<file path="src/rtl/vmicro16_mmu_pkg.sv">
// vmicro16_mmu_pkg
//   Shared definitions for the vmicro16 data-memory unit. The core and the SoC
//   decode addresses with the same constants, so region and state encodings
//   live here rather than inside the MMU.
//   Contents:
//     mmu_state_t            FSM state encoding (IDLE, RAM, PERI, RESP)
//     VMICRO16_MMU_PERI_BIT  address bit that selects the peripheral region
//     mmu_cnt_width()        width of the peripheral wait counter

package vmicro16_mmu_pkg;

    typedef enum logic [1:0] {
        MMU_IDLE = 2'd0,
        MMU_RAM  = 2'd1,
        MMU_PERI = 2'd2,
        MMU_RESP = 2'd3
    } mmu_state_t;

    // Any address with this bit set belongs to the peripheral bus.
    localparam int VMICRO16_MMU_PERI_BIT = 15;

    // Counter must hold 0..timeout; keep at least one bit so that a timeout of
    // zero (wait forever) still yields a legal vector.
    function automatic int mmu_cnt_width(input int timeout);
        return (timeout < 1) ? 1 : $clog2(timeout + 1);
    endfunction

endpackage

</file>
<file path="src/rtl/vmicro16_mmu_if.sv">
// vmicro16_mmu_if
//   Bundles the core-facing request/response signals and the peripheral
//   access port of the MMU.
//   Signals:
//     core_req/core_we/core_addr/core_wdata   request from the core ME stage
//     core_rdata/core_ack/core_err/busy       response to the core
//     p_sel/p_we/p_addr/p_wdata               peripheral access from the MMU
//     p_rdata/p_ready                         peripheral response
//   Modports:
//     slave   the MMU's view (serves the core, drives the peripheral port)
//     master  the environment's view (core plus peripheral)

interface vmicro16_mmu_if #(
    parameter int DATA_WIDTH = 16,
    parameter int ADDR_WIDTH = 16,
    parameter int PERI_AW    = 8
);

    logic                  core_req;
    logic                  core_we;
    logic [ADDR_WIDTH-1:0] core_addr;
    logic [DATA_WIDTH-1:0] core_wdata;
    logic [DATA_WIDTH-1:0] core_rdata;
    logic                  core_ack;
    logic                  core_err;
    logic                  busy;

    logic                  p_sel;
    logic                  p_we;
    logic [PERI_AW-1:0]    p_addr;
    logic [DATA_WIDTH-1:0] p_wdata;
    logic [DATA_WIDTH-1:0] p_rdata;
    logic                  p_ready;

    modport slave (
        input  core_req, core_we, core_addr, core_wdata, p_rdata, p_ready,
        output core_rdata, core_ack, core_err, busy,
               p_sel, p_we, p_addr, p_wdata
    );

    modport master (
        output core_req, core_we, core_addr, core_wdata, p_rdata, p_ready,
        input  core_rdata, core_ack, core_err, busy,
               p_sel, p_we, p_addr, p_wdata
    );

endinterface

</file>
<file path="src/rtl/vmicro16_mmu_bram.sv">
// vmicro16_mmu_bram
//   Simple dual-port scratch RAM: one synchronous write port and one
//   synchronous (registered) read port. Contents are never cleared.
//   Ports:
//     clk        clock
//     mem_we     write enable
//     mem_waddr  write word address
//     mem_wdata  write data
//     mem_raddr  read word address
//     mem_rdata  read data, valid the cycle after mem_raddr is presented

module vmicro16_mmu_bram #(
    parameter int MEM_WIDTH = 16,
    parameter int MEM_DEPTH = 64,
    parameter int AW        = 6
) (
    input  logic                 clk,
    input  logic                 mem_we,
    input  logic [AW-1:0]        mem_waddr,
    input  logic [MEM_WIDTH-1:0] mem_wdata,
    input  logic [AW-1:0]        mem_raddr,
    output logic [MEM_WIDTH-1:0] mem_rdata
);

    logic [MEM_WIDTH-1:0] mem [MEM_DEPTH];

    always_ff @(posedge clk) begin
        if (mem_we) begin
            mem[mem_waddr] <= mem_wdata;
        end
        mem_rdata <= mem[mem_raddr];
    end

endmodule

</file>
<file path="src/rtl/vmicro16_mmu.sv">
// vmicro16_mmu
//   Data-memory unit for the vmicro16 core ME stage. Takes one LW/SW request
//   at a time, decodes the address and serves it from scratch BRAM or the
//   peripheral port, then answers with a one-cycle ack (and err).
//   Ports:
//     clk    clock, all flops on posedge
//     reset  asynchronous, active-low reset
//     bus    vmicro16_mmu_if.slave: core request/response + peripheral port
//   Address map: addr[15]=1 -> peripheral (p_addr = addr[PERI_AW-1:0]);
//   addr < MEM_DEPTH -> scratch RAM; anything else completes with err=1.

module vmicro16_mmu
    import vmicro16_mmu_pkg::*;
#(
    parameter int DATA_WIDTH = 16,
    parameter int ADDR_WIDTH = 16,
    parameter int MEM_DEPTH  = 64,
    parameter int PERI_AW    = 8,
    parameter int TIMEOUT    = 15
) (
    input  logic          clk,
    input  logic          reset,
    vmicro16_mmu_if.slave bus
);

    localparam int RAM_AW = (MEM_DEPTH > 1) ? $clog2(MEM_DEPTH) : 1;
    localparam int LAT_AW = (PERI_AW > RAM_AW) ? PERI_AW : RAM_AW;
    localparam int CNT_W  = mmu_cnt_width(TIMEOUT);
    localparam logic [ADDR_WIDTH-1:0] RAM_LIMIT = ADDR_WIDTH'(MEM_DEPTH);
    localparam logic [CNT_W-1:0]      CNT_LAST  = CNT_W'((TIMEOUT > 0) ? TIMEOUT - 1 : 0);

    mmu_state_t            state_reg, state_next;
    logic                  lat_we_reg;
    logic [LAT_AW-1:0]     lat_addr_reg;
    logic [DATA_WIDTH-1:0] lat_wdata_reg;
    logic [CNT_W-1:0]      cnt_reg;
    logic                  ram_phase_reg;
    logic [DATA_WIDTH-1:0] rdata_reg;
    logic                  err_reg;

    logic                  peri_hit, ram_hit, timeout_hit, bram_we;
    logic [DATA_WIDTH-1:0] bram_rdata;

    always_comb begin
        peri_hit    = bus.core_addr[VMICRO16_MMU_PERI_BIT];
        ram_hit     = !peri_hit && (bus.core_addr < RAM_LIMIT);
        // The last allowed wait cycle is the one where the counter reads
        // TIMEOUT-1, giving exactly TIMEOUT cycles with p_sel high.
        timeout_hit = (TIMEOUT != 0) && (cnt_reg == CNT_LAST);
        // Stores go straight from the request inputs on the accepting edge.
        bram_we     = (state_reg == MMU_IDLE) && bus.core_req && ram_hit && bus.core_we;
    end

    // Reads use the latched address, so data is registered out of the RAM at
    // the end of the first RAM cycle and captured at the end of the second.
    vmicro16_mmu_bram #(
        .MEM_WIDTH (DATA_WIDTH),
        .MEM_DEPTH (MEM_DEPTH),
        .AW        (RAM_AW)
    ) u_bram (
        .clk       (clk),
        .mem_we    (bram_we),
        .mem_waddr (bus.core_addr[RAM_AW-1:0]),
        .mem_wdata (bus.core_wdata),
        .mem_raddr (lat_addr_reg[RAM_AW-1:0]),
        .mem_rdata (bram_rdata)
    );

    // State register
    always_ff @(posedge clk or negedge reset) begin
        if (!reset) begin
            state_reg <= MMU_IDLE;
        end else begin
            state_reg <= state_next;
        end
    end

    // Next-state logic
    always_comb begin
        state_next = state_reg;
        case (state_reg)
            MMU_IDLE: begin
                if (bus.core_req) begin
                    if (ram_hit)       state_next = MMU_RAM;
                    else if (peri_hit) state_next = MMU_PERI;
                    else               state_next = MMU_RESP;
                end
            end
            MMU_RAM:  if (ram_phase_reg) state_next = MMU_RESP;
            MMU_PERI: if (bus.p_ready || timeout_hit) state_next = MMU_RESP;
            MMU_RESP: state_next = MMU_IDLE;
            default:  state_next = MMU_IDLE;
        endcase
    end

    // Request latch, wait counter and response registers
    always_ff @(posedge clk or negedge reset) begin
        if (!reset) begin
            lat_we_reg    <= 1'b0;
            lat_addr_reg  <= '0;
            lat_wdata_reg <= '0;
            cnt_reg       <= '0;
            ram_phase_reg <= 1'b0;
            rdata_reg     <= '0;
            err_reg       <= 1'b0;
        end else begin
            case (state_reg)
                MMU_IDLE: begin
                    if (bus.core_req) begin
                        lat_we_reg    <= bus.core_we;
                        lat_addr_reg  <= bus.core_addr[LAT_AW-1:0];
                        lat_wdata_reg <= bus.core_wdata;
                        cnt_reg       <= '0;
                        ram_phase_reg <= 1'b0;
                        rdata_reg     <= '0;
                        err_reg       <= !(ram_hit || peri_hit);
                    end
                end
                MMU_RAM: begin
                    ram_phase_reg <= 1'b1;
                    if (ram_phase_reg && !lat_we_reg) begin
                        rdata_reg <= bram_rdata;
                    end
                end
                MMU_PERI: begin
                    // p_ready takes priority over a timeout in the same cycle.
                    if (bus.p_ready) begin
                        err_reg <= 1'b0;
                        if (!lat_we_reg) rdata_reg <= bus.p_rdata;
                    end else begin
                        if (cnt_reg != '1) cnt_reg <= cnt_reg + 1'b1;
                        if (timeout_hit)   err_reg <= 1'b1;
                    end
                end
                default: ;
            endcase
        end
    end

    // Outputs decoded from state so that reset removes them at once.
    always_comb begin
        bus.core_ack   = (state_reg == MMU_RESP);
        bus.busy       = (state_reg != MMU_IDLE);
        bus.p_sel      = (state_reg == MMU_PERI);
        bus.p_we       = 1'b0;
        bus.p_addr     = '0;
        bus.p_wdata    = '0;
        bus.core_rdata = rdata_reg;
        bus.core_err   = err_reg;
        if (state_reg == MMU_PERI) begin
            bus.p_we    = lat_we_reg;
            bus.p_addr  = lat_addr_reg[PERI_AW-1:0];
            bus.p_wdata = lat_wdata_reg;
        end
    end

endmodule
</file>
<file path="src/flat_wrapper.sv">
// flat-port wrapper written by rule: the top's interface ports become plain ports
module vmicro16_mmu_flat import vmicro16_mmu_pkg::*;
#(
    parameter int DATA_WIDTH = 16,
    parameter int ADDR_WIDTH = 16,
    parameter int MEM_DEPTH  = 64,
    parameter int PERI_AW    = 8,
    parameter int TIMEOUT    = 15
)
  (clk, reset, bus_core_req, bus_core_we, bus_core_addr, bus_core_wdata, bus_p_rdata, bus_p_ready, bus_core_rdata, bus_core_ack, bus_core_err, bus_busy, bus_p_sel, bus_p_we, bus_p_addr, bus_p_wdata);
  vmicro16_mmu_if #(.DATA_WIDTH(DATA_WIDTH), .ADDR_WIDTH(ADDR_WIDTH), .PERI_AW(PERI_AW)) bus_i ();
  input  logic clk;
  input  logic reset;
  input wire logic [$bits(bus_i.core_req)-1:0] bus_core_req;
  input wire logic [$bits(bus_i.core_we)-1:0] bus_core_we;
  input wire logic [$bits(bus_i.core_addr)-1:0] bus_core_addr;
  input wire logic [$bits(bus_i.core_wdata)-1:0] bus_core_wdata;
  input wire logic [$bits(bus_i.p_rdata)-1:0] bus_p_rdata;
  input wire logic [$bits(bus_i.p_ready)-1:0] bus_p_ready;
  output wire logic [$bits(bus_i.core_rdata)-1:0] bus_core_rdata;
  output wire logic [$bits(bus_i.core_ack)-1:0] bus_core_ack;
  output wire logic [$bits(bus_i.core_err)-1:0] bus_core_err;
  output wire logic [$bits(bus_i.busy)-1:0] bus_busy;
  output wire logic [$bits(bus_i.p_sel)-1:0] bus_p_sel;
  output wire logic [$bits(bus_i.p_we)-1:0] bus_p_we;
  output wire logic [$bits(bus_i.p_addr)-1:0] bus_p_addr;
  output wire logic [$bits(bus_i.p_wdata)-1:0] bus_p_wdata;
  assign bus_i.core_req = bus_core_req;
  assign bus_i.core_we = bus_core_we;
  assign bus_i.core_addr = bus_core_addr;
  assign bus_i.core_wdata = bus_core_wdata;
  assign bus_i.p_rdata = bus_p_rdata;
  assign bus_i.p_ready = bus_p_ready;
  assign bus_core_rdata = bus_i.core_rdata;
  assign bus_core_ack = bus_i.core_ack;
  assign bus_core_err = bus_i.core_err;
  assign bus_busy = bus_i.busy;
  assign bus_p_sel = bus_i.p_sel;
  assign bus_p_we = bus_i.p_we;
  assign bus_p_addr = bus_i.p_addr;
  assign bus_p_wdata = bus_i.p_wdata;
  vmicro16_mmu #(.DATA_WIDTH(DATA_WIDTH), .ADDR_WIDTH(ADDR_WIDTH), .MEM_DEPTH(MEM_DEPTH), .PERI_AW(PERI_AW), .TIMEOUT(TIMEOUT)) u_core (.clk(clk), .reset(reset), .bus(bus_i));
endmodule
</file>
<file path="config.mk">
export PLATFORM = sky130hd
export DESIGN_NAME = vmicro16_mmu_flat
export DESIGN_NICKNAME = d
export VERILOG_FILES = /design/src/rtl/vmicro16_mmu_pkg.sv /design/src/rtl/vmicro16_mmu_if.sv /design/src/rtl/vmicro16_mmu_bram.sv /design/src/rtl/vmicro16_mmu.sv /design/src/flat_wrapper.sv
export SDC_FILE = /design/constraint.sdc
export NUM_CORES = 1
export LEC_CHECK = 0
export CAP_MARGIN = 20
export CORE_ASPECT_RATIO = 1.2
export CORE_MARGIN = 2
export CORE_UTILIZATION = 48
export DETAILED_ROUTE_END_ITERATION = 8
export PLACE_DENSITY = 0.64
export SYNTH_ARGS = -nofsm -noshare
export SYNTH_HDL_FRONTEND = slang
export SYNTH_SLANG_ARGS = --single-unit
</file>
<file path="constraint.sdc">
create_clock -name clk -period 2.5 [get_ports clk]
set_input_delay 0.375 -clock clk [delete_from_list [all_inputs] [get_ports clk]]
set_output_delay 0.375 -clock clk [all_outputs]
set_load 0.05 [all_outputs]
</file>
# Word level (Yosys, flattened, before mapping)
# Memory sizes are Yosys's and may differ from the RTL's. A register that Yosys moved wholly into a read port is not among the register bits.
# Cells that the tools add are included.
[word_totals]
output_inout_bits = 45
in_bits = 53
wordCells = 72
rom_bits = 0
n_memories = 1
ramBits = 1024
latchBits = 0
regBits = 49
[op_classes]
shift = 0
order_cmp = 1
bitwise_logic = 0
n_mux = 26
mul = 0
reduce_logical = 21
n_eq_ne = 14
div_mod_pow = 0
add_sub_neg = 1
[memory_table]
columns = ["memory", "depth", "width", "rd", "rd_clocked_by_memory_dff", "wr", "line_no", "rtl"]
rows = [
  ["u_core.u_bram.mem", 64, 16, 1, 1, 1, "vmicro16_mmu_bram.sv:25", "logic [MEM_WIDTH-1:0] mem [MEM_DEPTH];"],
]
[ops]
columns = ["op", "n"]
rows = [
  ["$mux W16", 5],
  ["$pmux W16 S3", 1],
  ["$lt A16 B7 Y1 const B", 1],
  ["$mux W4", 3],
  ["$mux W1", 8],
  ["$mux W2", 4],
  ["$mux W8", 1],
  ["$ne A2 B1 Y1 const B", 4],
  ["$ne A2 B2 Y1 const B", 4],
  ["$pmux W2 S4", 1],
  ["$pmux W4 S2", 1],
  ["$reduce_and A3 Y1", 2],
  ["$reduce_bool A2 Y1", 3],
  ["$logic_and A1 B1 Y1", 5],
  ["$reduce_and A5 Y1", 1],
  ["$add A4 B1 Y4 const B", 1],
  ["$eq A2 B2 Y1 const B", 2],
  ["$eq A4 B4 Y1 const B", 1],
  ["$ne A4 B4 Y1 const B", 1],
  ["$pmux W1 S2", 2],
  ["$reduce_and A2 Y1", 2],
  ["$reduce_and A4 Y1", 1],
  ["$logic_not A1 Y1", 3],
  ["$ne A3 B2 Y1 const B", 1],
  ["4 further kinds", 5],
]

# Logic depth before layout (Yosys ltp)
# Gate-level depths: netlist (run 1).
[depth]
depth_word = 6
depth_mapped = 9
ltp_nobuf = 7

# Cells and area by module
# Synthesis (run 1) repeated with hierarchy kept, for this count alone.
[hier_totals]
cells_unflattened = 2045
area_unflattened_um2 = 42590.8
[by_module_without_submodules]
columns = ["module", "area_each_um2", "n_inst", "seq_area_each_um2", "cells_per_inst"]
rows = [
  ["vmicro16_mmu_bram", 40042.2, 1, 31069.8, 1829],
  ["vmicro16_mmu", 2548.7, 1, 1226.2, 216],
]

# Worst setup path before layout (run 1)
# No wires, ideal clock.
[synth_path]
kind = "input to register"
from = "in bus_core_addr[9]"
to = "mem u_core.u_bram.mem[58][0] (enable)"
setup_slack_ns = -0.344
required_ns = 2.111
arrival_time_ns = 2.456
setup_ns = 0.389
path_stages = 5
path_cell_list = "or4_1 -> nor4_2 -> nor3b_2 -> nand2_1 -> nor2_1"
[synth_between]
elab_chain_len = 6
[synth_rtl]
columns = ["item", "line_no", "rtl"]
rows = [
  ["from (decl)", "flat_wrapper.sv:16", "input wire logic [$bits(bus_i.core_addr)-1:0] bus_core_addr;"],
  ["$lt A16 B7 Y1", "vmicro16_mmu.sv:46", "ram_hit = !peri_hit && (bus.core_addr < RAM_LIMIT);"],
  ["$logic_and A1 B1 Y1", "vmicro16_mmu.sv:46", ""],
  ["$logic_and A1 B1 Y1 (2 in series)", "vmicro16_mmu.sv:51", "bram_we = (state_reg == MMU_IDLE) && bus.core_req && ram_hit && bus.core_we;"],
  ["$mux W1", "vmicro16_mmu_bram.sv:28", "if (mem_we) begin"],
  ["$mux W1 (implied by the code)", "vmicro16_mmu_bram.sv:29", "mem[mem_waddr] <= mem_wdata;"],
  ["to (decl)", "vmicro16_mmu_bram.sv:25", ""],
]
# Every way passes these cells.

==> results of run 1 <==
## worst paths after layout
check | start | to | slack (ns) | cells after the start
setup / recovery | u_core.lat_addr_reg[0] | u_core.u_bram.mem_rdata[2] | 0.007 | 7
hold / removal | bus_core_wdata[9] | u_core.u_bram.mem[10][9] | 0.13 | 1
setup reg to reg | u_core.lat_addr_reg[0] | u_core.u_bram.mem_rdata[2] | 0.007 | 7
hold reg to reg | u_core.bus.core_rdata[4] | u_core.bus.core_rdata[4] | 0.48 | 2
max in group asynchronous | reset | u_core.bus.core_rdata[13] | 1.65 | 3
min in group asynchronous | reset | u_core.lat_wdata_reg[5] | 0.27 | 2
## cell families after synthesis
| kind of cell | Yosys count |
|---|---|
| XOR/XNOR | 2 |
| AND/OR/NAND/NOR | 177 |
| AO/OA/AOI/OAI | 156 |
| adder cells (fa/ha/maj) | 6 |
| multiplexers | 380 |
| buffers and inverters | 122 |
| flip-flops | 1089 |
## cell usage after synthesis (6+ instances only)
| master | instances | area (um2) |
|---|---|---|
| inv_1 | 11 | 41.3 |
| nor2_1 | 74 | 278 |
| buf_2 | 39 | 195 |
| o211ai_1 | 11 | 82.6 |
| buf_1 | 10 | 37.5 |
| nand2_1 | 45 | 169 |
| o22ai_1 | 15 | 93.8 |
| edfxtp_1 | 1024 | 30700 |
| dfrtp_1 | 49 | 1230 |
| o221ai_1 | 16 | 140 |
| mux4_2 | 256 | 5770 |
| a21oi_1 | 18 | 90.1 |
| mux2_2 | 39 | 439 |
| a22oi_1 | 34 | 255 |
| o31ai_1 | 17 | 128 |
| a211oi_1 | 16 | 120 |
| clkbuf_1 | 59 | 221 |
| ha_1 | 6 | 75.1 |
| dfxtp_1 | 16 | 320 |
| mux2i_1 | 85 | 851 |
| a22o_1 | 15 | 131 |
| and2_1 | 25 | 156 |
## placed cells by master (no fill, tap or decap), drive strengths merged, types with 3 or more instances in the layout
cell type      count
clkbuf           126
o31ai             17
mux4             256
dfxtp             16
a22oi             34
buf              312
o221ai            16
inv               16
nor2b              5
edfxtp          1024
a21oi             18
ha                 6
o211ai            11
clkdlybuf4s50     52
a22o              15
o21ai              4
nand2             45
clkinvlp           5
mux2i             85
clkinv            38
a31oi              3
nand3b             3
nand3              6
a211oi            16
a32oi              5
and2              26
nor2              74
or3                3
o22ai             15
dfrtp             49
bufinv            11
mux2              39
## worst max-delay path: cells and delay by family (launching register included)
| kind | cells | cell delay (ns) |
|---|---|---|
| muxes | 1 | 0.35 |
| DFF | 1 | 0.50 |
| buffers and inverters | 3 | 0.53 |
| AOI/OAI and AO/OA | 3 | 1.00 |
## power by group
group          total [W]  switching [W]  internal (W)
Clock             0.0152        0.00652       0.00870
Combinational     0.0191         0.0103       0.00882
Sequential        0.0210       0.000464        0.0205
Total             0.0553         0.0173        0.0380
## cell type report
| class | instances | area (um2) | area share |
|---|---|---|---|
| diodes | 2 | 5.00 | 0.0000985 |
| clock buffers | 126 | 2660 | 0.0524 |
| clock inverters | 58 | 602 | 0.0118 |
| inverters | 12 | 45.0 | 0.000886 |
| multi-input cells | 721 | 9350 | 0.184 |
| flip-flops and latches | 1089 | 32300 | 0.636 |
| well taps | 1140 | 1430 | 0.0281 |
| repair buffers | 366 | 4440 | 0.0873 |
## stage by stage
stage / power, W / setup slack [ns] / instances / hold slack (ns) / util
after floorplan: 0.0318 / -0.234 / 1932 / 0.0794 / -
after global placement: 0.0399 / -0.715 / 3312 / 0.406 / 0.548
after detailed placement: 0.0401 / -0.716 / 3312 / 0.416 / 0.548
after CTS: 0.0555 / 0.0167 / 3503 / 0.107 / 0.587
after global routing: 0.0571 / -0.0104 / 3513 / 0.117 / 0.589
final: 0.0553 / 0.00655 / 3514 / 0.129 / 0.589
## routing by layer
metal	part of all wire	vias up
li1	-	8809
met1	0.39	11109
met2	0.51	856
met3	0.066	170
met4	0.033	2
met5	0.00012	-
## what timing repair did
item	4_1_cts	5_1_grt
pin swaps	3	3
hold buffers	1	0
setup endpoints to repair	84	84
hold endpoints to repair	21	0
gates resized for setup	9	16
buffers inserted	6	9
==> run metrics, run 1 <==
Worst Setup Path Type flop to flop; Worst Setup Start Kind flop; via count between 20,000 and 25,000; GRT met3 Usage 0.0357; xor and xnor area share after synthesis 0.000418; Synth Register Bits ~1,100; CP max stage delay between 0.5 and 0.6 ns; ys async rst share 0.0450; 1st-iter DRT viols between 2,000 and 2,500; final worst path period need around 2.5 ns; Final HPWL DP ~69,000 um; Via-to-Cell Ratio ~6.0; synthesized area 41,900 um2; detailed-route wire length around 110,000 um; P_leak approximately 17 nW; Max H-tree Level 3; synthesized area per cell about 22 um2; Die X roughly 270 um; Slew @ Worst Pin 0.792 ns; combinational family with the most area after synthesis multiplexers; outcome finished, final reports clean; Yosys Warn Count 0; Final Max Tran Viols 0; first-pass GRT wire length around 150,000 um; Final Cell Area between 50,000 and 60,000 um2; Post-synth EDFFs roughly 1,000; clock slew at reported path FFs approximately 0.07 ns; full die area around 90,000 um2; all-layer global routing usage 0.239; Most flops, register u_core.u_bram.mem; WL/cell just over 30 um; Hold WC Path Type input port to flop; # port buffers 97; Crit. End Element flop; Worst EP arrival 3.08 ns; # clock sinks roughly 1,100; met1 usage 0.317; CTS tree yes; gpl congestion ~0.88; cells along the critical path buf_12, buf_16, buf_4, mux4_2, o22ai_1, a211oi_1, a22o_1; unrepaired setup endpoints after global routing true; Pwr per Cell Area 1090 nW/um2; I/O pin count between 90 and 100; Core Region between 80,000 and 90,000 um2; clock buffer depth 3; worst-path fanout max 22; area post-placement between 40,000 and 50,000 um2; Yosys cell types 46; required time of the critical path slightly above 3 ns; Seq/Total Area, Yosys 0.770; post-route clock period utilization 0.997; grt total ovfl 0; fill count 6,073; initial antenna violation count 4; # DRC 0; routing usage on met2 0.407; busiest grt layer met2; Worst VDD drop about 700 uV; drt pass-1 iters 7; top_reg_cell synth edfxtp_1; die height about 330 um; Syn-to-layout area delta 21.2%; simple-gate share of the synthesized area 0.0198; clk_lat worst skew ~0.68 ns; max cap viols 0; highest-delay cell along the critical path a211oi_1; Worst Skew approximately 0.018 ns; CTS Root Cell clkbuf_16; syn nets ~2,000; setup TNS 0 ns; Final #Nets roughly 2,300; DRT antenna net count 0; final hold viol count 0; mux contribution to synthesized area 0.168; vias in the first global route roughly 21,000; Synth Area in Compound Gates 0.0272; Mapped Cells a little under 2,000; pin count of the biggest net entering global routing 66; slew margin rel. 0.472; layout cells sized above 1 0.347; Max Clk Rate 401 MHz; Initial Util 0.485; CTS buffer count a little under 100; number of flip-flops in the largest register a little over 1,000; row cnt approximately 120; Synth Area in Adders 0.00179; # setup viols final 0
Power figures use the tool's default switching activity.
==> run 2, diff against run 1 <==
- PLACE_DENSITY: 0.64 -> 0.61
- clock period: 2.5 -> 2.96 ns (I/O delays scaled with it)
==> run metrics, run 2 (synthesis gave the netlist of run 1 again) <==
I/O pin count 98 (unchanged); clock slew at reported path FFs 0.06 ns (about the same); Syn-to-layout area delta 19.3%; WL/cell 30.9 um (+2.3%); all-layer global routing usage 0.241 (+0.00179); CTS tree yes; clk_lat worst skew 0.67 ns (about the same); Max Clk Rate about 360 MHz; Hold WC Path Type input port to flop; outcome finished, final reports clean; fill count 6,238 (+2.7%); Worst Reg-to-Reg Cells 6 (-1); Die X 274 um (unchanged); P_leak 16.3 nW (-2.0%); Reg-to-Reg Start u_core.lat_addr_reg[0]; detailed-route wire length 106,000 um (+0.31%); required time of the critical path 2.52 ns (-0.57 ns); DRT antenna net count 0 (unchanged); Core Region 86,400 um2 (unchanged); Hold Crit Endpoint u_core.u_bram.mem[23][1]; # clock sinks 1,089 (unchanged); Final #Nets 2,277 (-3.0%); sequential share of power 0.384 (+0.005); max cap viols 0 (unchanged); setup TNS 0 ns (unchanged); Final HPWL DP 68,200 um (-0.64%); final core occ 0.579 (-0.00958); Initial Util 0.485 (unchanged); clock buffer depth 3 (unchanged); via count 20,863 (-0.40%); Final Max Tran Viols 0 (unchanged); initial antenna violation count 1 (-3); Sw Ratio 0.313 (about the same); most frequent cells in the layout 1,024 x edfxtp_1, 256 x mux4_2, 120 x buf_4; Worst EP arrival 2.37 ns (-0.71 ns); Via-to-Cell Ratio 6.06 (+1.6%); area post-placement 46,400 um2 (-1.9%); Min Hold Slack 0.228 ns (+0.0985 ns); slew margin rel. 0.343 (-0.130); hold depth 1 (unchanged); CTS buffer count 103 (+4.0%); final hold viol count 0 (unchanged); layout cells sized above 1 0.302 (-0.0453); Reg-to-Reg End u_core.u_bram.mem_rdata[3]; worst hold start bus_core_wdata[1]; 1st-iter DRT viols 2,289 (-4.4%); worst-path fanout max 28 (+27%); pin count of the biggest net entering global routing 66 (unchanged); number of flip-flops in the largest register 1,024 (unchanged); Slew @ Worst Pin 0.986 ns (+0.194 ns); CTS Root Cell clkbuf_16; postcts setup bufs 0 (-6); Worst Setup Path Type flop to output port; Worst VDD drop 570 uV (-20%); first-pass GRT wire length 154,000 um (+0.92%); post-route clock period utilization 0.951; gpl congestion 0.945 (+6.9%); sw power 0.0145 W (-16%); Most flops, register u_core.u_bram.mem; Pwr per Cell Area 928 nW/um2 (-15%); Max H-tree Level 3 (unchanged); setup slack, reg-to-reg 0.20 ns (+0.19 ns); unrepaired setup endpoints after global routing false; drt pass-1 iters 7 (unchanged); Worst Skew 0.0260 ns (+0.00794 ns); # setup viols final 0 (unchanged); vias in the first global route 21,342 (+0.11%); die height 328 um (unchanged); full die area 89,700 um2 (unchanged); grt total ovfl 0 (unchanged); most common cell after layout, fill and taps aside edfxtp_1; # DRC 0 (unchanged); row cnt 118 (unchanged); # port buffers 97 (unchanged); clock group share of total power 0.297 (+0.022); combinational fraction of design power 0.319 (-0.027); Worst Setup Start Kind flop; Crit. End Element output port; Int Power 0.0319 W (-16%); final worst path period need 2.81 ns; Final Cell Area 50,000 um2 (-1.6%)
run 2: cell count changes in the layout (fill, tap and decap cells not counted), sizes merged:
cell / before / now
buf: 312 / 236
bufinv: 11 / 17
clkbuf: 126 / 129
clkdlybuf4s50: 52 / 53
clkinv: 38 / 41
clkinvlp: 5 / 3
diode: 2 / 1
inv: 16 / 13
run 2: repair_timing:
action,in CTS,in global routing
hold buffers,1,0
gates resized for setup,1,1
setup endpoints to repair,1,4
endpoints found under the hold margin,18,0
run 2: layer usage:
metal / global-route usage / vias to the layer above / share of wire
met5: 0 / - / 0
met4: 0.0832 / 0 / 0.033
met3: 0.0387 / 177 / 0.071
met2: 0.396 / 899 / 0.50
met1: 0.331 / 11108 / 0.40
li1: - / 8679 / -
run 2: how the worst max path moves through the flow:
stage,slack (ns),to,startpoint
after global placement,-0.18,u_core.u_bram.mem[22][2],bus_core_addr[6]
final,0.15,bus_p_wdata[0],u_core.state_reg[0]
after detailed placement,-0.22,u_core.u_bram.mem[30][6],bus_core_addr[9]
after CTS,0.004,bus_p_wdata[0],u_core.state_reg[0]
after global routing,0.09,bus_p_wdata[0],u_core.state_reg[0]
after floorplan,0.05,u_core.u_bram.mem[58][0],bus_core_addr[9]
run 2: per-stage QoR:
stage | total power [W] | worst slack, ns | cells
floorplan | 0.0269 | 0.0468 | 1932
global placement | 0.0329 | -0.185 | 3252
detailed placement | 0.0330 | -0.222 | 3252
CTS | 0.0467 | 0.00353 | 3444
global route | 0.0478 | 0.0902 | 3444
finish | 0.0464 | 0.146 | 3445
run 2: critical path, stage by stage, from the launching register on:
cell and delay [ns]:
dfrtp_1 0.41, inv_1 0.12, ha_2 0.35, buf_4 0.34
and2_1 0.31, buf_12 0.17
run 2: final cells by class:
| class | instances | area, um2 | share of cell area |
|---|---|---|---|
| Antenna cell | 1 | 2.50 | 0.0000500 |
| Timing Repair Buffer | 291 | 3530 | 0.0706 |
| Inverter | 12 | 45.0 | 0.000901 |
| Clock inverter | 62 | 763 | 0.0153 |
| Tap cell | 1140 | 1430 | 0.0285 |
| Sequential cell | 1089 | 32300 | 0.646 |
| Multi-Input combinational cell | 721 | 9140 | 0.183 |
| Clock buffer | 129 | 2790 | 0.0559 |
run 2: power groups by stage:
stage                     sequential (W)  clock [W]  combinational [W]
after global placement            0.0181          0             0.0147
after detailed placement          0.0181          0             0.0148
after global routing              0.0179     0.0146             0.0154
after floorplan                   0.0182          0            0.00870
final                             0.0178     0.0138             0.0148
after CTS                         0.0178     0.0140             0.0149
==> run 3, diff against run 2 <==
- ABC_AREA: not set -> 0
==> results of run 3 <==
The final DEF is identical to that of run 2; final timing and power are the same.
